==> config.mk <==
export PLATFORM = sky130hd
export DESIGN_NAME = pc_gen
export DESIGN_NICKNAME = d
export VERILOG_FILES = /design/src/rtl/pc_gen.sv
export SDC_FILE = /design/constraint.sdc
export NUM_CORES = 1
export LEC_CHECK = 0
export ABC_AREA = 0
export BUFFER_PORTS_ARGS = -buffer_cell sky130_fd_sc_hd__buf_2
export CAP_MARGIN = 30
export CORE_ASPECT_RATIO = 0.8
export CORE_MARGIN = 5
export CORE_UTILIZATION = 38
export CTS_CLUSTER_DIAMETER = 80
export DETAILED_ROUTE_END_ITERATION = 12
export GPL_ROUTABILITY_DRIVEN = 0
export PLACE_DENSITY = 0.6
export SKIP_CTS_REPAIR_TIMING = 1
export SYNTH_ARGS = -nofsm -noshare
export SYNTH_HDL_FRONTEND = slang
export SYNTH_SLANG_ARGS = --single-unit
export TNS_END_PERCENT = 10
==> constraint.sdc <==
create_clock -name clk -period 2.27 [get_ports clk]
set_input_delay 0.227 -clock clk [delete_from_list [all_inputs] [get_ports clk]]
set_output_delay 0.227 -clock clk [all_outputs]
set_load 0.02 [all_outputs]
==> src/rtl/pc_gen.sv <==
// Fetch program counter: reset vector, sequential step, branch/flush redirect and a
// pending slot for branches resolved under stall. Define PC_MISALIGN_EN to pass misaligned
// redirects through unmodified and flag them on misalign_o.
module pc_gen #(
    parameter int unsigned ADDR_W       = 32,
    parameter int unsigned STALL_W      = 6,
    parameter logic [ADDR_W-1:0] RESET_VECTOR = '0,
    parameter int unsigned STEP         = 4,
    parameter int unsigned ALIGN_BITS   = 2
) (
    input  logic               clk,
    input  logic               rst,
    input  logic [STALL_W-1:0] stall,
    input  logic               branch_flag_i,
    input  logic [ADDR_W-1:0]  branch_target_address_i,
    input  logic               flush,
    input  logic [ADDR_W-1:0]  new_pc,
    output logic [ADDR_W-1:0]  pc,
    output logic               ce,
    output logic [ADDR_W-1:0]  pc_plus_o,
    output logic               pend_o,
    output logic               misalign_o
);

    localparam logic [ADDR_W-1:0] AlignMask = ADDR_W'((64'd1 << ALIGN_BITS) - 64'd1);

    logic [ADDR_W-1:0] pc_q, pc_d;
    logic              ce_q;
    logic              pend_q, pend_d;
    logic [ADDR_W-1:0] tgt_q, tgt_d;
    logic              redirect;
    logic [ADDR_W-1:0] redir_addr;
    logic [ADDR_W-1:0] load_addr;

    // Only the PC stage bit of the stall vector matters here.
    logic unused_stall;
    assign unused_stall = ^stall[STALL_W-1:1];

    assign pc_plus_o = pc_q + ADDR_W'(STEP);

    always_comb begin
        redirect   = 1'b0;
        redir_addr = pc_q;
        pend_d     = pend_q;
        tgt_d      = tgt_q;
        if (ce_q) begin
            if (flush) begin
                redirect   = 1'b1;
                redir_addr = new_pc;
                pend_d     = 1'b0;
            end else if (stall[0]) begin
                if (branch_flag_i) begin
                    tgt_d  = branch_target_address_i;
                    pend_d = 1'b1;
                end
            end else if (pend_q) begin
                // The captured branch is older than any branch arriving now.
                redirect   = 1'b1;
                redir_addr = tgt_q;
                pend_d     = 1'b0;
            end else if (branch_flag_i) begin
                redirect   = 1'b1;
                redir_addr = branch_target_address_i;
            end
        end
    end

`ifdef PC_MISALIGN_EN
    logic misalign_q;
    assign load_addr  = redir_addr;
    assign misalign_o = misalign_q;

    always_ff @(posedge clk) begin
        if (rst) begin
            misalign_q <= 1'b0;
        end else begin
            misalign_q <= redirect && |(redir_addr & AlignMask);
        end
    end
`else
    assign load_addr  = redir_addr & ~AlignMask;
    assign misalign_o = 1'b0;
`endif

    always_comb begin
        pc_d = pc_q;
        if (redirect) begin
            pc_d = load_addr;
        end else if (ce_q && !stall[0]) begin
            pc_d = pc_plus_o;
        end
    end

    always_ff @(posedge clk) begin
        if (rst) begin
            pc_q   <= RESET_VECTOR;
            ce_q   <= 1'b0;
            pend_q <= 1'b0;
            tgt_q  <= '0;
        end else begin
            pc_q   <= pc_d;
            ce_q   <= 1'b1;
            pend_q <= pend_d;
            tgt_q  <= tgt_d;
        end
    end

    assign pc     = pc_q;
    assign ce     = ce_q;
    assign pend_o = pend_q;

endmodule

==> summary.md <==
| Metric | Value |
|---|---|
| Total GRT Usage | `22.55%` |
| Post-synthesis cell area | `3897 µm²` |
| # nets final | `around 730` |
| Ys Warns | `0` |
| Kind of end point of the critical path | `output port` |
| PwrDens | `between 600 and 700 nW/µm²` |
| Vias | `4417` |
| Slew @ Worst Pin | `0.5131 ns` |
| Fmax | `457.0 MHz` |
| Port Buf Inserts | `roughly 130` |
| Sink Count | `62` |
| Placed Instances | `around 780` |
| Detailed Route WL | `13990 µm` |
| Worst path required time | `2.04 ns` |
| Post-synth ARST share | `0%` |
| Commonest non-fill, non-tap cells in the layout | `buf_2 (124), nand2_1 (114), a21oi_1 (62)` |
| Final hold vios | `0` |
| Layout cells sized above 1 | `between 30% and 40%` |
| CTS tree | `yes` |
| Synth Area per Inst | `7.438 µm²` |
| DRT iter0 DRCs | `roughly 460` |
| Area grow syn2layout | `30.72%` |
| Clk_skew | `0.007984 ns` |
| Status | `finished, final reports clean` |
| Residual DRC | `0` |
| Hold endpoint | `tgt_q[2]` |
| Vias in the first global route | `between 4000 and 5000` |
| Hold Path Depth | `3` |
| RSZ-0062 raised after global routing | `yes` |
| Clock transition at path regs | `0.06 ns` |
| Period minus WS final | `2.188 ns` |
| Post-synthesis sequential area ratio | `31.85%` |
| Synth area leaders | `dfxtp_1 (32%), nand2_1 (11%), a21oi_1 (8.0%)` |
| Commonest non-fill, non-tap cell in the layout | `buf_2` |
| Die height | `100.6 µm` |
| Area of the multi-input gates | `roughly 2400 µm²` |
| Number of H-tree levels | `3` |
| Die area | `roughly 12000 µm²` |
| Dpl hpwl | `10350 µm` |
| Clk Tree Root Cell | `clkbuf_16` |
| Reg2Reg Launch Point | `pc[2]` |
| Area leader, netlist | `dfxtp_1` |
| Clk buf depth | `2` |
| Reg2reg end | `pc[26]` |
| Register-to-register setup slack | `0.34 ns` |
| Die Wd | `123.2 µm` |
| Top Ports | `approximately 140` |
| LEAKAGE | `about 2.1 nW` |
| Worst hold path startpoint | `branch_target_address_i[2]` |
| Post-route ant nets | `0` |
| CTS Buf Count | `9` |
| Post-synth EDFFs | `0` |
| Worst EP arrival | `1.96 ns` |
| Max Slew Vio Count | `0` |
| Cells after Synth | `roughly 520` |
| Worst relative slew slack | `65.60%` |
| Max Fanout on Critical Path | `6` |
| Post-DR vias/cell | `5.535` |
| Register bit total from synthesis | `62` |
| Netlist cell types | `58` |
| Area share of the largest cell type after synthesis | `between 30% and 40%` |
| Insertion delay to the later sink of the worst-skew pair | `0.33 ns` |
| Final period util | `96.40%` |
| Gr ovfl total | `0` |
| CORE AREA | `10160 µm²` |
| Initial Util | `38.37%` |
| Largest net degree at the start of global routing | `31` |
| Avg WL per Cell | `around 18 µm` |
| Peak VDD IR | `0.0003033 V` |
| HP Class | `in2reg` |
| Reg2reg path depth | `7` |
| Class of the most critical setup path | `reg2out` |
| FILL cells | `1055` |
| Initial antenna violation count | `1` |
| Post-route total power | `around 3.1 mW` |
| Final non-filler cell total | `798` |
| Max-cap viol count | `0` |
| Worst setup SP type | `flop` |
| First-pass GRT wire length | `22020 µm` |
| 1st-pass router iterations | `5` |
| Top_reg_cell synth | `dfxtp_1` |
| Num rows | `33` |
| Reg area | `1256 µm²` |
| Final Setup Violations | `0` |
==> worst max-delay path by stage <==
| stage | start | cells after the start | end | slack (ns) |
|---|---|---|---|---|
| after floorplan | pc[2] | 7 | pc[22] | 0.11 |
| after global placement | pc[3] | 7 | pc_plus_o[20] | 0.19 |
| after detailed placement | pc[3] | 7 | pc_plus_o[20] | 0.16 |
| after CTS | pc[3] | 7 | pc_plus_o[20] | -0.21 |
| after global routing | pc[2] | 5 | pc_plus_o[13] | -0.02 |
| final | pc[2] | 5 | pc_plus_o[13] | 0.08 |
==> flip-flops by register name, summed over array words and instances, names as in the netlist <==
name / cells
pend_o: 1
tgt_q: 30
pc: 30
ce: 1
==> power by group <==
group / switching, mW / internal [mW] / leakage [nW] / total, mW
logic: 0.350 / 0.212 / 1.48 / 0.563
registers: 0.0540 / 1.14 / 0.509 / 1.19
clock network: 0.491 / 0.869 / 0.141 / 1.36
total: 0.895 / 2.22 / 2.13 / 3.11
==> Yosys cell counts (all sizes together) (2+ instances only) <==
cell,number
a32o,9
nand2,114
a221o,2
xnor2,18
o21ai,30
a21oi,62
nor4b,2
nand3,26
clkbuf,23
o22ai,2
and3,5
inv,10
a32oi,3
a21o,2
o311ai,5
a31oi,7
xor2,10
or3,3
dfxtp,62
a22o,15
nor2,23
nor3,8
nand2b,5
a22oi,9
or4,4
nor4,7
buf,23
and4,5
o32a,3
nor2b,2
nand4,10
o31ai,3
==> routing by layer <==
layer	wire, µm	GRT usage [%]	up-vias
met5	0	0	-
li1	-	-	2134
met3	1139	5.275	23
met4	217	6.553	0
met2	6135	33.17	188
met1	6498	32.70	2072
==> layout make-up <==
class | instances | area share (%)
multi-input cells | 409 | 47.79
flip-flops and latches | 62 | 24.66
repair buffers | 161 | 17.63
clock buffers | 11 | 4.764
well taps | 140 | 3.438
clock inverters | 4 | 0.9332
inverters | 10 | 0.7367
diodes | 1 | 0.04912
==> metrics by stage <==
| step | setup WS (ns) | instance area [µm²] | TNS (ns) | hold slack (ns) | utilization (%) |
|---|---|---|---|---|---|
| after floorplan | 0.1116 | 3913 | 0 | 0.3630 | - |
| final | 0.08166 | 5095 | 0 | 0.1382 | 50.16 |
| after detailed placement | 0.1559 | 4696 | 0 | 0.4462 | 46.23 |
| after global routing | -0.02298 | 5095 | -0.07340 | 0.1554 | 50.16 |
| after global placement | 0.1947 | 4696 | 0 | 0.4411 | 46.23 |
| after CTS | -0.2137 | 4986 | -1.295 | 0.1368 | 49.09 |
==> worst max-delay path, cell delays in order, from the launching register on <==
cell and delay [ns]:
dfxtp_2 0.37, buf_4 0.13, nand4_2 0.18, or4_4 0.62, xnor2_1 0.14, buf_2 0.18
==> logic make-up (layout without fill, tap and decap cells) <==
kind of cell | count (synthesis) | in the layout | share of synthesized area (%)
flip-flops | 62 | 62 | 31.85
adder cells (fa/ha/maj) | 1 | 1 | 0.3210
XOR/XNOR | 28 | 28 | 6.292
other | 1 | 6 | 0.09622
buffers and inverters | 57 | 186 | 8.090
AND/OR/NAND/NOR | 217 | 217 | 27.29
AO/OA/AOI/OAI | 157 | 157 | 25.81
multiplexers | 1 | 1 | 0.2568
Power figures use the tool's default switching activity.
